`src/rtl/int_to_flp_scheduler.sv`:
```
// int_to_flp_scheduler: round-robin owner of one int-to-fp pass unit for two requesters
// Optional RUN watchdog with sticky err: define INTTOFLP_SCHED_WATCHDOG_EN
`ifndef EXPONENT_BITS
`define EXPONENT_BITS 8
`endif
module int_to_flp_scheduler #(
    parameter int LOGN = 13,
    parameter int M = 17,
    parameter int PIPE_LAT = 4,
    parameter int SP_W = `EXPONENT_BITS + 1
) (
    input  logic            clk,
    input  logic            rst,
    input  logic [1:0]      current_n,
    input  logic [1:0]      req,
    input  logic [M-1:0]    req0_q_m,
    input  logic [SP_W-1:0] req0_scale_power,
    input  logic [M-1:0]    req1_q_m,
    input  logic [SP_W-1:0] req1_scale_power,
    output logic [1:0]      grant,
    output logic [1:0]      done_req,
    output logic            busy,
    output logic            bank_sel,
    output logic            conv_rst,
    output logic [M-1:0]    conv_q_m,
    output logic [SP_W-1:0] conv_scale_power,
    input  logic            conv_done,
    output logic            err
);
    typedef enum logic [1:0] {IDLE, CLEAR, RUN, DRAIN} state_t;
    localparam int DW = $clog2(PIPE_LAT) + 1;
    state_t state, state_nx;
    logic [DW-1:0] dcnt;
    logic [1:0] n_lat;
    logic rr, w, last, timeout;
    always_comb begin
        w = req[1] && !(req[0] && rr);
        last = dcnt == DW'(PIPE_LAT - 1);
        state_nx = state;
        case (state)
            IDLE: state_nx = |req ? CLEAR : IDLE;
            CLEAR: state_nx = RUN;
            RUN: state_nx = (conv_done || timeout) ? DRAIN : RUN;
            default: state_nx = last ? IDLE : DRAIN;
        endcase
        busy = state != IDLE;
        conv_rst = state != RUN;
        grant = state == CLEAR ? {bank_sel, !bank_sel} : 2'b00;
    end
    always_ff @(posedge clk or posedge rst) begin
        if (rst) begin
            state <= IDLE;
            rr <= 1'b1;
            bank_sel <= 1'b0;
            conv_q_m <= '0;
            conv_scale_power <= '0;
            n_lat <= '0;
            dcnt <= '0;
            done_req <= 2'b00;
        end else begin
            state <= state_nx;
            dcnt <= state == DRAIN ? dcnt + 1'b1 : '0;
            done_req <= (state == DRAIN && last) ? {bank_sel, !bank_sel} : 2'b00;
            if (state == IDLE && |req) begin
                bank_sel <= w;
                rr <= w;
                conv_q_m <= w ? req1_q_m : req0_q_m;
                conv_scale_power <= w ? req1_scale_power : req0_scale_power;
                n_lat <= current_n;
            end
        end
    end
`ifdef INTTOFLP_SCHED_WATCHDOG_EN
    localparam int CW = LOGN + 4;
    logic [CW-1:0] run_cnt, lim;
    // run_cnt is zero in the first RUN cycle, so lim holds N+PIPE_LAT+16-1
    assign lim = (CW'(1) << (LOGN + int'(n_lat))) + CW'(PIPE_LAT + 15);
    assign timeout = state == RUN && !conv_done && run_cnt == lim;
    always_ff @(posedge clk or posedge rst) begin
        if (rst) begin
            run_cnt <= '0;
            err <= 1'b0;
        end else begin
            run_cnt <= state == RUN ? run_cnt + 1'b1 : '0;
            err <= err | timeout;
        end
    end
`else
    logic unused_n;
    assign timeout = 1'b0;
    assign err = 1'b0;
    assign unused_n = ^n_lat;
`endif
endmodule

```
`config.mk`:
```
export PLATFORM = sky130hd
export DESIGN_NAME = int_to_flp_scheduler
export DESIGN_NICKNAME = d
export VERILOG_FILES = /design/src/rtl/int_to_flp_scheduler.sv
export SDC_FILE = /design/constraint.sdc
export NUM_CORES = 1
export LEC_CHECK = 0
export CORE_AREA = 5 5 74 76
export DETAILED_ROUTE_END_ITERATION = 12
export DIE_AREA = 0 0 79 81
export GPL_ROUTABILITY_DRIVEN = 0
export PLACE_DENSITY = 0.81
export SYNTH_ARGS = -nofsm -noshare
export SYNTH_HDL_FRONTEND = slang
export SYNTH_SLANG_ARGS = --single-unit
```
`constraint.sdc`:
```
create_clock -name clk -period 1.66 [get_ports clk]
set_input_delay 0.415 -clock clk [delete_from_list [all_inputs] [get_ports clk]]
set_output_delay 0.415 -clock clk [all_outputs]
set_load 0.01 [all_outputs]
```
==> impl_metrics.csv, run 1 <==
group,metric,value,unit
run_status,outcome,"finished, final reports clean",
synth,yosysUniqueCellTypes,23,
sta,worst_clock_skew,12.5,ps
detailed_routing,num_vias,1621,
critical_path,critPathKind,"register to output pin",
sta,layout_worst_path_cycle_share,99.1,%
finish,final_cell_mix,"clkdlybuf4s50_1 (83), a21oi_1 (34), dfrtp_1 (34)",
floorplan,die_w,79,um
place,placed_area,2750,sq um
floorplan,io_pins,93,
sta,hold_slack,436,ps
place,dpl.cell_count,330,
detailed_routing,first_pass_iters,4,
synth,yosysWarnings,0,
detailed_routing,wl_per_cell,14.0,um
critical_path,r2r_start,"state[1]",
hold_path,holdPathStages,1,
clock_network,cts_sinks,35,
global_routing,grt_start_max_net_pins,28,
floorplan,dieArea,6400,sq um
finish,fin_cells,339,
power,finalPower,4.71,mW
critical_path,cp-startpoint,"state[0]",
critical_path,cp-end-kind,"output pin",
finish,layout_commonest_cell,"clkdlybuf4s50_1",
sta,layout_min_cycle_time,1650,ps
critical_path,worstReg2RegEnd,"conv_q_m[0]",
detailed_routing,ant_nets,0,
hold_path,hold_end,"dcnt[0]",
finish,nets,350,
global_routing,grt_pass1_wl,7.79,mm
finish,design_area,2920,sq um
power,ir_drop,0.000848,V
synth,yosysSeqAreaShare,49.6,%
critical_path,critPathRequiredTime,1240,ps
synth,synth_nets,250,
sta,maxSlewViolCount,0,
detailed_routing,drt-initial-drc-count,52,
synth,synth.avg_cell_area,9.62,sq um
critical_path,reg2regPathDepth,7,
floorplan,rows,25,
floorplan,fp.dieH,81,um
detailed_routing,drc,0,
place,dpl.hpwl,3.56,mm
clock_network,cts_made_buffers,5,
global_routing,grt_usage,15.7,%
finish,antennaDiodeCount,0,
sta,rsz0062_at_grt,"yes",
detailed_routing,routed_wl,4.76,mm
global_routing,grt_pass1_vias,1656,
global_routing,grt.overflow.total,0,
critical_path,startpoint_type,"register",
synth,ys_ff_latch,35,
finish,drive_above_1_share,20.0,%
synth,synth_area,1770,sq um
global_routing,antenna_found_initial,0,
critical_path,arrival,1230,ps
hold_path,hp-start,"dcnt[0]",
finish,final_core_util,62.6,%
floorplan,initial_core_util,38.0,%
job,maxCapViolCount,0,
clock_network,htree_levels,2,
power,p_per_area,1610,nW/um^2
sta,setup-violations-final,0,
hold_path,hold_path.class,"register to register",
clock_network,hold_buffers,0,
critical_path,crit_fanout,2,
clock_network,cts.clk_slew.worst_paths,80,ps
detailed_routing,routed_via_density,4.78,
clock_network,cts_root_buf,"clkbuf_8",
sta,fmax,608,MHz
synth,synth_cells,184,
place,port_buffers,89,
power,power.leakage,1.27,nW
clock_network,clkLatencyLatePin,290,ps
finish,areaGrowthSynthToFinish,64.8,%
clock_network,clockBufferDepth,2,
clock_network,cts_tree,"built",
critical_path,rrSetupSlack,160,ps
floorplan,coreArea,4660,sq um
sta,finalHoldViolCount,0,
==> synthesized netlist by cell type (all sizes together) <==
cell type | number | area (sq um)
dfrtp | 34 | 851
a21boi | 1 | 18.8
nor2 | 27 | 101
and3 | 1 | 6.26
inv | 7 | 26.3
and2 | 2 | 12.5
a21oi | 54 | 345
a21bo | 1 | 10.0
nor2b | 3 | 18.8
a31oi | 1 | 6.26
dfstp | 1 | 26.3
o21ai | 2 | 21.3
nand2 | 28 | 105
o21a | 1 | 7.51
ha | 7 | 87.6
conb | 1 | 3.75
a211oi | 1 | 7.51
buf | 11 | 104
mux2i | 1 | 10.0
==> registers in the layout, indices dropped and copies added, names as in the netlist <==
name              count
bank_sel              1
conv_q_m             17
state                 2
done_req              2
dcnt                  3
conv_scale_power      9
rr                    1
==> cell type report <==
cell class	instances	area [sq um]
Clock buffer	6	82.6
Clock inverter	2	35.0
Fill cell	407	1750
Inverter	7	26.3
Multi-Input combinational cell	131	796
Sequential cell	35	877
Tap cell	54	67.6
Timing Repair Buffer	104	1030
==> repair_timing <==
action,in CTS,in global routing
setup endpoints to repair,5,29
gates resized for setup,15,12
setup buffers,1,0
gates cloned,0,0
==> worst max-delay path by stage <==
stage	endpoint	slack, ps	cells after the start
floorplan	conv_q_m[10]	300	7
global placement	conv_q_m[0]	-240	4
detailed placement	conv_scale_power[6]	-280	4
CTS	grant[1]	-30	4
global route	grant[1]	-20	4
finish	grant[1]	10	4
==> layer usage <==
metal	share of wire, %	GRT usage [%]	up-vias
met3	9.6	6.43	5
met1	43	18.7	744
met5	0	0	-
li1	-	-	806
met2	46	26.3	66
met4	1.1	4.12	0
==> cells by family (layout without fill, tap and decap cells) <==
| group | after synthesis | in the layout | share of synthesized area, % |
|---|---|---|---|
| compound gates | 61 | 61 | 23.6 |
| fa+ha+maj | 7 | 7 | 4.95 |
| buf+inv | 18 | 119 | 7.36 |
| flops | 35 | 35 | 49.6 |
| mux | 1 | 1 | 0.566 |
| other cells | 1 | 1 | 0.212 |
| simple gates | 61 | 61 | 13.8 |
==> metrics by stage <==
stage	setup TNS (ps)	setup slack [ps]
final	0	14.4
after global placement	-6310	-244
after global routing	-32.9	-21.9
after floorplan	0	299
after CTS	-47.6	-25.4
after detailed placement	-6570	-276
==> critical path: stages (launching register included) <==
cell and delay, ps:
dfrtp_1 400, buf_6 130, ha_4 150, and2_4 150
buf_6 110
==> power by group <==
group,internal (mW),switching [mW]
Combinational,1.32,1.11
Clock,0.486,0.309
Sequential,1.26,0.230
Total,3.06,1.65
(Power assumes the default switching activity.)
==> run 2, diff against run 1 <==
Settings changed: CORE_AREA 5 5 74 76 to 2 2 71 73, DIE_AREA 0 0 79 81 to 0 0 73 75.
==> impl_metrics.csv, run 2 (synthesized netlist as in run 1, its figures left out) <==
group,metric,value,unit
critical_path,reg2regPathDepth,9,
detailed_routing,num_vias,1684,
global_routing,grt_pass1_vias,1616,
floorplan,rows,25,
run_status,outcome,"finished, final reports clean",
detailed_routing,drc,0,
power,finalPower,4.87,mW
finish,layout_commonest_cell,"clkdlybuf4s50_1",
sta,rsz0062_at_grt,"yes",
sta,layout_worst_path_cycle_share,98.1,%
floorplan,fp.dieH,75,um
finish,largest_reg_flops,17,
clock_network,cts.clk_slew.worst_paths,80,ps
floorplan,initial_core_util,38.0,%
finish,top_register,"conv_q_m",
floorplan,coreArea,4660,sq um
finish,largestRegisters,"conv_q_m (17), conv_scale_power (9), dcnt (3)",
clock_network,clkLatencyLatePin,280,ps
clock_network,cts_made_buffers,5,
detailed_routing,routed_wl,4.82,mm
critical_path,arrival,1210,ps
finish,drive_above_1_share,21.7,%
clock_network,hold_buffers,0,
critical_path,crit_fanout,2,
sta,finalHoldViolCount,0,
sta,fin_setup_tns,0,ps
sta,hold_slack,345,ps
finish,nFillCells,401,
detailed_routing,drt-initial-drc-count,94,
critical_path,critPathRequiredTime,1240,ps
floorplan,die_w,73,um
clock_network,cts_tree,"built",
global_routing,grt.overflow.total,0,
clock_network,cts_sinks,35,
clock_network,cts_root_buf,"clkbuf_8",
critical_path,startpoint_type,"register",
sta,worst_clock_skew,7.55,ps
critical_path,crit_chain,"buf_6 -> ha_4 -> and2_1 -> buf_2",
clock_network,clockBufferDepth,2,
sta,maxSlewViolCount,0,
clock_network,htree_levels,2,
global_routing,grt_start_max_net_pins,28,
sta,setup-violations-final,0,
floorplan,io_pins,93,
finish,areaGrowthSynthToFinish,69.0,%
global_routing,grt_usage,18.2,%
power,power.leakage,1.31,nW
power,p_per_area,1630,nW/um^2
finish,antennaDiodeCount,0,
job,maxCapViolCount,0,
detailed_routing,routed_via_density,4.90,
critical_path,slowest_delay,400,ps
power,ir_drop,0.000859,V
place,dpl.hpwl,3.49,mm
critical_path,slowest_stage,"dfrtp_1",
floorplan,dieArea,5480,sq um
sta,layout_min_cycle_time,1630,ps
global_routing,grt_pass1_wl,7.44,mm
place,port_buffers,89,
critical_path,cp-end-kind,"output pin",
detailed_routing,wl_per_cell,14.0,um
global_routing,antenna_found_initial,0,
hold_path,hold_path.class,"input pin to async pin",
sta,fmax,614,MHz
finish,final_cell_mix,"clkdlybuf4s50_1 (83), dfrtp_1 (34), a21oi_1 (33)",
critical_path,critPathKind,"register to output pin",
finish,nets,355,
detailed_routing,ant_nets,0,
detailed_routing,first_pass_iters,4,
[run 2: power breakdown]
part	switching (mW)	internal [mW]	total [mW]
Clock	0.314	0.486	0.800
Sequential	0.227	1.26	1.49
Combinational	1.18	1.41	2.58
Total	1.72	3.15	4.87
[run 2: per-stage QoR]
| step | setup slack (ps) | area [sq um] | util, % | instances |
|---|---|---|---|---|
| after floorplan | 299 | 1770 | - | 184 |
| after global placement | -184 | 2770 | 59.4 | 330 |
| after detailed placement | -216 | 2770 | 59.4 | 330 |
| after CTS | -6.40 | 2920 | 62.6 | 342 |
| after global routing | -19.4 | 2990 | 64.2 | 344 |
| final | 31.5 | 2990 | 64.2 | 344 |
[run 2: worst paths after layout]
path / from / end / slack [ps]
max: state[0] / grant[1] / 30
min: rst / dcnt[1] / 350
max reg2reg: state[0] / conv_q_m[9] / 120
min reg2reg: dcnt[0] / dcnt[0] / 440
max in group asynchronous: rst / conv_q_m[12] / 810
min in group clk: dcnt[0] / dcnt[0] / 440
[run 2: final cells by class]
class,instances,area [sq um],area share [%]
Inverter,7,28.8,0.962
Clock inverter,2,35.0,1.17
Tap cell,54,67.6,2.26
Clock buffer,6,82.6,2.76
Timing Repair Buffer,109,1080,36.2
Multi-Input combinational cell,131,817,27.3
Sequential cell,35,877,29.3
[run 2: worst max-delay path: cells and delay by family (launching register included)]
family        cells  cell delay [ps]
simple gates      1              120
buf+inv           2              260
flops             1              400
fa+ha+maj         1              140
[run 2: per-layer routing]
| metal | routed length [um] | track usage [%] | vias up |
|---|---|---|---|
| met3 | 496 | 8.03 | 4 |
| met1 | 1870 | 20.7 | 788 |
| met5 | 0 | 0 | - |
| met2 | 2410 | 30.9 | 83 |
| met4 | 45 | 5.56 | 0 |
| li1 | - | - | 809 |
[run 2: timing repair]
item / CTS / global route
pin swaps: 1 / 2
buffers inserted: 4 / 2
gates resized for setup: 22 / 14
setup endpoints to repair: 5 / 32
